--- src/rtl/boot_ram_loader.sv ---
// Boot RAM loader: parses a framed program image from a byte stream, writes the
// payload into the boot RAM from address 0, verifies an 8-bit checksum and holds
// the CPU in reset while a load is in progress.
module boot_ram_loader #(
  parameter int unsigned ADDR_W      = 11,
  parameter logic [7:0]  SYNC_BYTE   = 8'hA5,
  parameter int unsigned TIMEOUT_CYC = 1000000
) (
  input  logic              clk,
  input  logic              resetn,
  input  logic              in_valid,
  input  logic [7:0]        in_data,
  output logic              in_ready,
  output logic              ram_ce,
  output logic              ram_wre,
  output logic [ADDR_W-1:0] ram_ad,
  output logic [7:0]        ram_din,
  output logic              cpu_hold,
  output logic              busy,
  output logic              load_ok,
  output logic              load_err
);

  localparam int unsigned CNT_W = ADDR_W + 1;
  localparam int unsigned TMR_W = $clog2(TIMEOUT_CYC) + 1;
  localparam logic [16:0]      DEPTH_C  = 17'(1 << ADDR_W);
  localparam logic [TMR_W-1:0] TMR_LAST = TMR_W'(TIMEOUT_CYC - 1);

  typedef enum logic [2:0] {
    S_IDLE, S_LEN_LO, S_LEN_HI, S_DATA, S_CSUM, S_RESP
  } state_t;

  state_t            state_q, state_d;
  logic              ok_d, err_d;
  logic              accept, timeout;
  logic [15:0]       len_full;
  logic [7:0]        len_lo_q;
  logic [CNT_W-1:0]  len_q;
  logic [CNT_W-1:0]  idx_q;
  logic [7:0]        sum_q;
  logic [TMR_W-1:0]  timer_q;

  assign accept   = in_valid & in_ready;
  assign timeout  = (timer_q == TMR_LAST) && !accept;
  assign len_full = {in_data, len_lo_q};

  // Next-state decode; a byte accepted on the timeout cycle takes priority.
  always_comb begin
    state_d = state_q;
    ok_d    = 1'b0;
    err_d   = 1'b0;
    case (state_q)
      S_IDLE: begin
        if (accept && (in_data == SYNC_BYTE)) state_d = S_LEN_LO;
      end
      S_LEN_LO: begin
        if (accept) begin
          state_d = S_LEN_HI;
        end else if (timeout) begin
          state_d = S_RESP;
          err_d   = 1'b1;
        end
      end
      S_LEN_HI: begin
        if (accept) begin
          if ((len_full == 16'd0) || ({1'b0, len_full} > DEPTH_C)) begin
            state_d = S_RESP;
            err_d   = 1'b1;
          end else begin
            state_d = S_DATA;
          end
        end else if (timeout) begin
          state_d = S_RESP;
          err_d   = 1'b1;
        end
      end
      S_DATA: begin
        if (accept) begin
          if ((idx_q + CNT_W'(1)) == len_q) state_d = S_CSUM;
        end else if (timeout) begin
          state_d = S_RESP;
          err_d   = 1'b1;
        end
      end
      S_CSUM: begin
        if (accept) begin
          state_d = S_RESP;
          if (in_data == sum_q) ok_d = 1'b1;
          else                  err_d = 1'b1;
        end else if (timeout) begin
          state_d = S_RESP;
          err_d   = 1'b1;
        end
      end
      S_RESP: begin
        state_d = S_IDLE;
      end
      default: begin
        state_d = S_IDLE;
      end
    endcase
  end

  // State register plus registered outputs and frame datapath.
  always_ff @(posedge clk or negedge resetn) begin
    if (!resetn) begin
      state_q  <= S_IDLE;
      in_ready <= 1'b0;
      ram_ce   <= 1'b0;
      ram_wre  <= 1'b0;
      ram_ad   <= '0;
      ram_din  <= '0;
      cpu_hold <= 1'b0;
      busy     <= 1'b0;
      load_ok  <= 1'b0;
      load_err <= 1'b0;
      sum_q    <= '0;
      timer_q  <= '0;
      len_lo_q <= '0;
      len_q    <= '0;
      idx_q    <= '0;
    end else begin
      state_q  <= state_d;
      in_ready <= (state_d != S_RESP);
      busy     <= (state_d != S_IDLE);
      load_ok  <= ok_d;
      load_err <= err_d;
      ram_ce   <= 1'b0;
      ram_wre  <= 1'b0;

      if (accept || (state_q == S_IDLE) || (state_q == S_RESP)) timer_q <= '0;
      else                                                      timer_q <= timer_q + TMR_W'(1);

      if (ok_d) cpu_hold <= 1'b0;

      case (state_q)
        S_IDLE: begin
          if (accept && (in_data == SYNC_BYTE)) begin
            sum_q    <= '0;
            idx_q    <= '0;
            cpu_hold <= 1'b1;
          end
        end
        S_LEN_LO: begin
          if (accept) len_lo_q <= in_data;
        end
        S_LEN_HI: begin
          if (accept) len_q <= CNT_W'(len_full);
        end
        S_DATA: begin
          if (accept) begin
            ram_ce  <= 1'b1;
            ram_wre <= 1'b1;
            ram_ad  <= idx_q[ADDR_W-1:0];
            ram_din <= in_data;
            sum_q   <= sum_q + in_data;
            idx_q   <= idx_q + CNT_W'(1);
          end
        end
        default: begin
        end
      endcase
    end
  end

endmodule

--- config.mk ---
export PLATFORM = sky130hd
export DESIGN_NAME = boot_ram_loader
export DESIGN_NICKNAME = d
export VERILOG_FILES = /design/src/rtl/boot_ram_loader.sv
export SDC_FILE = /design/constraint.sdc
export NUM_CORES = 1
export LEC_CHECK = 0
export BUFFER_PORTS_ARGS = -buffer_cell sky130_fd_sc_hd__clkbuf_2
export CORE_MARGIN = 10
export CORE_UTILIZATION = 55
export DETAILED_ROUTE_END_ITERATION = 8
export GPL_ROUTABILITY_DRIVEN = 0
export PLACE_DENSITY = 0.74
export SYNTH_ARGS = -nofsm -noshare
export SYNTH_HDL_FRONTEND = slang
export SYNTH_SLANG_ARGS = --single-unit
--- constraint.sdc ---
create_clock -name clk -period 2.96 [get_ports clk]
set_clock_uncertainty 0.1 [all_clocks]
set_input_delay 0.148 -clock clk [delete_from_list [all_inputs] [get_ports clk]]
set_output_delay 0.148 -clock clk [all_outputs]
set_load 0.02 [all_outputs]
==> results of run 1 <==
==> final timing paths <==
kind,startpoint,end,cells after the start
max,idx_q[1],in_ready,8
min,in_data[5],ram_din[5],3
max reg2reg,idx_q[1],in_ready,8
min reg2reg,ram_din[3],ram_din[3],2
max in group asynchronous,resetn,timer_q[18],3
min in group asynchronous,resetn,idx_q[5],2
==> worst max-delay path: stages, from the launching register on <==
cell and delay [ns]:
dfrtp_1 0.42, ha_2 0.25, nand4_1 0.10, or3_1 0.41, xnor2_1 0.15, or3_4 0.40, nor4_4 0.24, a31oi_1 0.19
or3_1 0.37
==> registers in the layout (all words and copies together), names as in the netlist <==
| name | cells |
|---|---|
| busy | 1 |
| cpu_hold | 1 |
| idx_q | 12 |
| in_ready | 1 |
| len_lo_q | 8 |
| len_q | 12 |
| load_err | 1 |
| load_ok | 1 |
| ram_ad | 11 |
| ram_din | 8 |
| ram_wre | 1 |
| state_q | 3 |
| sum_q | 8 |
| timer_q | 21 |
==> cells in the final DEF, fill, tap and decap left out, types with 11 or more instances in the layout <==
cell	count
nand2_1	94
dfrtp_1	89
nor2_1	40
clkbuf_2	35
xor2_1	22
o21ai_0	22
xnor2_1	21
mux2_2	21
nand3_1	14
a21oi_1	13
clkbuf_8	11
buf_4	11
==> routing by layer <==
layer,vias up,track usage,routed length [microns]
li1,1660,-,-
met1,1666,0.2206,4282
met2,80,0.2736,4696
met3,17,0.03656,572
met4,0,0.07615,163
met5,-,0,0
==> power groups by stage <==
stage	logic [W]	registers [W]	clock network, W
global placement	0.00141	0.00182	0
floorplan	0.00105	0.00185	0
global route	0.00163	0.00186	0.000997
CTS	0.00147	0.00181	0.000936
finish	0.00146	0.00181	0.000925
detailed placement	0.00146	0.00184	0
==> area by class of cell <==
type,count,area (sq um)
fillers,672,2806
flip-flops and latches,89,2227
multi-input cells,343,2116
repair buffers,49,287.8
clock buffers,11,151.4
well taps,102,127.6
clock inverters,3,65.06
inverters,7,26.28
==> cell families (layout without fill, tap and decap cells) <==
logic type	Yosys count	after routing	synth area share
flops	89	89	0.4969
buf+inv	33	70	0.03155
mux	22	22	0.05500
xor+xnor	43	43	0.08403
compound gates	68	68	0.09660
fa+ha+maj	10	10	0.02959
simple gates	200	200	0.2063
==> metrics by stage <==
stage / util / std cells
floorplan: - / 465
detailed placement: 0.6087 / 587
global placement: 0.6087 / 587
CTS: 0.6402 / 604
global route: 0.6405 / 604
finish: 0.6405 / 604
==> repair_timing <==
| item | 4_1_cts | 5_1_grt |
|---|---|---|
| buffers inserted | 0 | 0 |
| endpoints found under the hold margin | 59 | 0 |
| resized for setup | 0 | 1 |
| setup endpoints to repair | 0 | 1 |
| hold buffers | 3 | 0 |
==> results.cfg, run 1 <==
[outcome]
status = completed

[drt]
wl_per_cell_microns = 16.08
drc_errors = 0
dr.first_iter.drc_count = 126
ant_nets = 0
vias = 3423
dr.pass1.iters = 4
drt_wl_total_microns = 9715
via_per_inst = 5.667

[clocking]
clock_path_buffers = 2
cts_tree = yes
cts_max_level = 3
clock_latency_ns = 0.36
cts_made_buffers = 9
cts_sinks = 89
root_buffer = clkbuf_8
clk_pin_slew_ns = 0.09

[worst_hold_path]
hold_class = input pin to flop

[timing]
worst_pin_slew_ns = 0.8964
setup_tns_ns = 0
period_share = 0.9343
hold_viol = 0
finalCriticalPeriod_ns = 2.765
setup_slack_ns = 0.1945
max_freq_mhz = 361.6
finalMaxSlewViolations = 0
rsz0062_at_grt = no
finalSetupViolCount = 0
holdWs_ns = 0.01097
relSlewSlack = 0.4002

[finish]
final_area_sq_um = 5001
num_antenna_cells = 0
area_delta_synth_final_pct = 11.59
drive_gt1_frac = 0.1753
nets = 520

[power_and_ir_drop]
swShare = 0.3553
power_w = 0.004196
pwr-share-clk = 0.220
irDropWorstVdd_v = 0.0004938
switchingPower_w = 0.001491
p_seq_frac = 0.432
internal_power_w = 0.002705
p_per_area_nw_per_um2 = 839.0
p_leak_nw = 2.344
p_comb_frac = 0.347

[setup_path]
path_class = flop to flop
end_kind = flop
startpoint_type = flop
rrSetupSlack_ns = 0.19
crit_fanout = 5
worstPathArrival_ns = 2.90
cp_data_required_time_ns = 3.10

[global_route]
grt_max_degree = 60
grt_overflow = 0
grt_use_total = 0.1717
grt_pass1_wl_microns = 16460
first_global_vias = 3402
antenna_found_initial = 0

[die]
row_count = 32
ios = 37
dieWidth_microns = 110.3
die_y_microns = 110.3
dieArea_sq_um = 12160
start_util = 0.5740
core-area_sq_um = 7807

[job]
cap_violations = 0

[synth]
ys_warn_count = 0
synth_nets = 486
netlist_top_cells_area = dfrtp_1, nand2_1, mux2_2, xor2_1, xnor2_1
synth_seq_cells = 89
ys_types = 47
syn_area_sq_um = 4482
synth_flop_cell = dfrtp_1
yosysMostFrequentCell = nand2_1
yosysSeqAreaShare = 0.4969
avgSynthCellArea_sq_um = 9.638
synthTopCellsByCount = nand2_1, dfrtp_1, nor2_1, o21ai_0, xor2_1
synth_enable_flop_cells = 0
async_flop_share = 1.000
yosys.area.top_type_share = 0.4969
synth_top_area_cell = dfrtp_1
syn-instance-count = 465

[placement]
place_ws_ns = 0.1267
io_buffers = 36
place_area_sq_um = 4752
hpwlAfterDp_microns = 6835
Power figures use the tool's default switching activity.
==> run 2: changes to the inputs <==
--- a/config.mk
+++ b/config.mk
@@ -10,5 +10,5 @@
 export CORE_UTILIZATION = 55
 export DETAILED_ROUTE_END_ITERATION = 8
-export GPL_ROUTABILITY_DRIVEN = 0
+export GPL_TIMING_DRIVEN = 0
 export PLACE_DENSITY = 0.74
 export SYNTH_ARGS = -nofsm -noshare
--- a/constraint.sdc
+++ b/constraint.sdc
@@ -3,3 +3,3 @@
 set_input_delay 0.148 -clock clk [delete_from_list [all_inputs] [get_ports clk]]
 set_output_delay 0.148 -clock clk [all_outputs]
-set_load 0.02 [all_outputs]
+set_load 0.01 [all_outputs]
==> run 2 against run 1 <==
Against the previous run:
- core utilization rose by 0.77 points
- flip-flop and latch count unchanged
- hold slack better by 0.013 ns
- critical path type unchanged
- largest cell class unchanged
- largest power group unchanged
==> results.cfg, run 2 (same netlist as run 1, synthesis figures left out) <==
[power_and_ir_drop]
pwr-share-clk = 0.208
swShare = 0.3585
p_leak_nw = 2.356
p_comb_frac = 0.357
switchingPower_w = 0.001466
internal_power_w = 0.002624
p_per_area_nw_per_um2 = 808.1
irDropWorstVdd_v = 0.0004149
p_seq_frac = 0.435
power_w = 0.004090

[finish]
largest_reg_flops = 21
fin_util = 0.6482
fin_cells = 624
largestRegisters = timer_q (21), idx_q (12), len_q (12)
nets = 538
final_common_cell = nand2_1
area_delta_synth_final_pct = 12.93
final_area_sq_um = 5061
num_antenna_cells = 0
top_register = timer_q
mostFrequentLayoutCells = nand2_1, dfrtp_1, nor2_1
drive_gt1_frac = 0.1705

[drt]
dr.pass1.iters = 4
wl_per_cell_microns = 16.18
drc_errors = 0
ant_nets = 0
via_per_inst = 5.716
dr.first_iter.drc_count = 221
drt_wl_total_microns = 10100
vias = 3567

[global_route]
grt_use_total = 0.1754
first_global_vias = 3502
grt_pass1_wl_microns = 17030
grt_max_degree = 68
antenna_found_initial = 0
grt_overflow = 0

[placement]
placed_cells = 604
io_buffers = 36
hpwlAfterDp_microns = 7292
gp_congestion = 0.8929
place_area_sq_um = 4820

[clocking]
clk_pin_slew_ns = 0.09
cts_max_level = 3
cts_setup_buffers = 0
cts_sinks = 89
cts_made_buffers = 9
clock_path_buffers = 2
root_buffer = clkbuf_8
clock_latency_ns = 0.35
cts_tree = yes

[setup_path]
worstPathArrival_ns = 2.94
end_kind = flop
worst-path-buf-inv = 0
cp_data_required_time_ns = 3.09
crit_chain = ha_2 > nand4_1 > or3_1 > xnor2_1 > or3_4 > nor4_4 > a31oi_1 > or3_1
crit_fanout = 7
crit_top_cell = or3_1
path_class = flop to flop
rrSetupSlack_ns = 0.16
critPathMaxStageDelay_ns = 0.44
critPathTopFamily = simple AND/OR/NAND/NOR gates
cpMaxStageDelayCell = dfrtp_2
startpoint_type = flop

[worst_hold_path]
hold_class = input pin to flop

[die]
dieArea_sq_um = 12160
dieWidth_microns = 110.3
start_util = 0.5740
core-area_sq_um = 7807
row_count = 32
ios = 37
die_y_microns = 110.3

[timing]
rsz0062_at_grt = no
worst_pin_slew_ns = 0.6564
setup_tns_ns = 0
hold_viol = 0
relSlewSlack = 0.5624
period_share = 0.9474
max_freq_mhz = 356.6
finalSetupViolCount = 0
finalMaxSlewViolations = 0
finalCriticalPeriod_ns = 2.804

[job]
cap_violations = 0

[outcome]
status = completed
-- run 2: worst min-delay path: cells and delay by family --
family        cells  cell delay, ns
buf+inv           1            0.17
simple gates      2            0.13
-- run 2: power by group through the flow --
| stage | clock network, W | registers (W) | logic (W) |
|---|---|---|---|
| 2_1_floorplan | 0 | 0.00178 | 0.00105 |
| 3_3_place_gp | 0 | 0.00178 | 0.00140 |
| 3_5_place_dp | 0 | 0.00180 | 0.00145 |
| 4_1_cts | 0.000864 | 0.00178 | 0.00147 |
| 5_1_grt | 0.000932 | 0.00182 | 0.00163 |
| 6_report | 0.000851 | 0.00178 | 0.00146 |
-- run 2: final cells by class --
| cell class | instances | area, sq um |
|---|---|---|
| plain buffers | 26 | 115.1 |
| clock buffers | 12 | 145.1 |
| clock inverters | 4 | 51.30 |
| fillers | 652 | 2746 |
| inverters | 7 | 26.28 |
| multi-input cells | 343 | 2116 |
| flip-flops and latches | 89 | 2230 |
| well taps | 102 | 127.6 |
| repair buffers | 41 | 250.2 |
-- run 2: layer usage --
metal / up-vias / part of all wire / GRT usage
li1: 1692 / - / -
met1: 1727 / 0.43 / 0.2228
met2: 126 / 0.48 / 0.2917
met3: 22 / 0.069 / 0.03134
met4: 0 / 0.021 / 0.06697
met5: - / 0 / 0
-- run 2: what timing repair did --
item,4_1_cts,5_1_grt
hold buffers,4,0
setup endpoints to repair,1,1
gates resized for setup,1,2
hold endpoints to repair,38,0
pin swaps,0,1
-- run 2: final timing paths --
| path | cells past startpoint | start | endpoint |
|---|---|---|---|
| max in group asynchronous | 3 | resetn | idx_q[1] |
| setup reg to reg | 8 | idx_q[0] | in_ready |
| hold reg to reg | 2 | ram_ad[9] | ram_ad[9] |
| min in group asynchronous | 2 | resetn | ram_ad[5] |
| setup / recovery | 8 | idx_q[0] | in_ready |
| hold / removal | 3 | in_data[0] | ram_din[0] |
-- run 2: metrics by stage --
stage          hold slack, ns  worst slack (ns)
2_1_floorplan         -0.2476            0.3628
4_1_cts               0.01421           0.03561
3_5_place_dp        0.0004725           0.02983
3_3_place_gp           0.3593           0.04960
5_1_grt               0.02520         0.0009526
6_report              0.02380            0.1557
==> run 3: changes to the inputs <==
Clock period 2.96 ns to 3.4 ns, I/O delays scaled along.
==> run 3 against run 2 <==
Against the previous run:
- non-clock buffer count shrank 3
- critical path type unchanged
- global-route usage hardly changed
- final area shrank 0.69%
- setup slack improved by 0.28 ns
- count of clock-buffer cells in the layout did not move
- final cell count shrank 0.48%
- largest power group unchanged
==> results.cfg, run 3 (same netlist as run 1, synthesis figures left out) <==
[setup_path]
worstPathArrival_ns = 3.10
cpMaxStageDelayCell = dfrtp_1
path_class = flop to flop
end_kind = flop
crit_fanout = 7
crit_top_cell = or3_1
startpoint_type = flop
ff2ff_path_depth = 8
crit_chain = ha_1 > nand4_1 > or3_1 > xnor2_1 > or3_4 > nor4_4 > a31oi_1 > or3_1
critPathMaxStageDelay_ns = 0.47
cp_data_required_time_ns = 3.54

[finish]
drive_gt1_frac = 0.1657
num_antenna_cells = 0
mostFrequentLayoutCells = nand2_1, dfrtp_1, nor2_1
area_delta_synth_final_pct = 12.14
largestRegisters = timer_q (21), idx_q (12), len_q (12)
final_area_sq_um = 5026
final_common_cell = nand2_1
largest_reg_flops = 21
top_register = timer_q
nets = 535

[die]
row_count = 32
start_util = 0.5740
dieArea_sq_um = 12160
die_y_microns = 110.3
core-area_sq_um = 7807
ios = 37
dieWidth_microns = 110.3

[power_and_ir_drop]
irDropWorstVdd_v = 0.0003613
p_leak_nw = 2.348
p_per_area_nw_per_um2 = 706.3
power_w = 0.003550

[clocking]
cts_max_level = 3
root_buffer = clkbuf_8
clock_path_buffers = 2
clk_pin_slew_ns = 0.09
clock_latency_ns = 0.36
cts_made_buffers = 9
cts_tree = yes
cts_sinks = 89

[global_route]
grt_overflow = 0
antenna_found_initial = 0
grt_pass1_wl_microns = 16990
grt_use_total = 0.1751
grt_max_degree = 68
first_global_vias = 3501

[timing]
finalCriticalPeriod_ns = 2.968
finalSetupViolCount = 0
setup_slack_ns = 0.4320
rsz0062_at_grt = no
relSlewSlack = 0.5618
setup_tns_ns = 0
worst_pin_slew_ns = 0.6572
period_share = 0.8729
finalMaxSlewViolations = 0
hold_viol = 0
max_freq_mhz = 336.9

[drt]
wl_per_cell_microns = 16.19
drt_wl_total_microns = 10060
drc_errors = 0
dr.pass1.iters = 4
dr.first_iter.drc_count = 206
vias = 3548
ant_nets = 0
via_per_inst = 5.713

[job]
cap_violations = 0

[placement]
io_buffers = 36
gp_congestion = 0.8929
place_area_sq_um = 4820
hpwlAfterDp_microns = 7292
place_ws_ns = 0.4698

[worst_hold_path]
hold_depth = 3
hold_class = input pin to flop

[outcome]
status = completed
[run 3: cell types whose count changed in the layout (fill, tap and decap cells not counted), sizes merged]
cell	change
dlygate4sd3	-3
[run 3: power by group]
part	internal [W]	switching [W]	total (W)	leakage [nW]
Sequential	0.00134	0.000206	0.00155	1.17
Clock	0.000362	0.000376	0.000739	0.0970
Combinational	0.000576	0.000690	0.00127	1.09
Total	0.00228	0.00127	0.00355	2.35
[run 3: final cells by class]
class / instances / area [sq um]
plain buffers: 26 / 115.1
clock buffers: 12 / 145.1
clock inverters: 4 / 51.30
fillers: 656 / 2781
inverters: 7 / 26.28
multi-input cells: 343 / 2113
flip-flops and latches: 89 / 2227
well taps: 102 / 127.6
repair buffers: 38 / 220.2
[run 3: what timing repair did]
action                                 4_1_cts  5_1_grt
hold buffers                                 1        0
buffers inserted                             0        0
gates resized for setup                      0        0
endpoints found under the hold margin       22        0
[run 3: per-layer routing]
metal / GRT usage / vias to the layer above / share of wire
met4: 0.06697 / 0 / 0.021
met1: 0.2210 / 1715 / 0.42
met2: 0.2921 / 123 / 0.49
met3: 0.03250 / 23 / 0.071
met5: 0 / - / 0
li1: - / 1687 / -
[run 3: final timing paths]
check / start / to / slack [ns]
min reg2reg: ram_ad[9] / ram_ad[9] / 0.38
max: idx_q[0] / in_ready / 0.43
max reg2reg: idx_q[0] / in_ready / 0.43
min in group asynchronous: resetn / ram_ad[5] / 0.17
max in group asynchronous: resetn / state_q[2] / 2.41
min: in_data[6] / ram_din[6] / 0.006
[run 3: metrics by stage]
step | instances | hold WS (ns) | util
2_1_floorplan | 465 | -0.2256 | -
3_3_place_gp | 603 | 0.3593 | 0.6135
3_5_place_dp | 604 | 0.02247 | 0.6173
4_1_cts | 621 | 0.0002985 | 0.6438
5_1_grt | 621 | 0.01061 | 0.6438
6_report | 621 | 0.005896 | 0.6438
[run 3: worst max-delay path, delay by kind of cell, from the launching register on]
family          cells  cell delay [ns]
flops               1             0.47
simple gates        5             1.65
fa+ha+maj           1             0.29
xor+xnor            1             0.14
compound gates      1             0.19
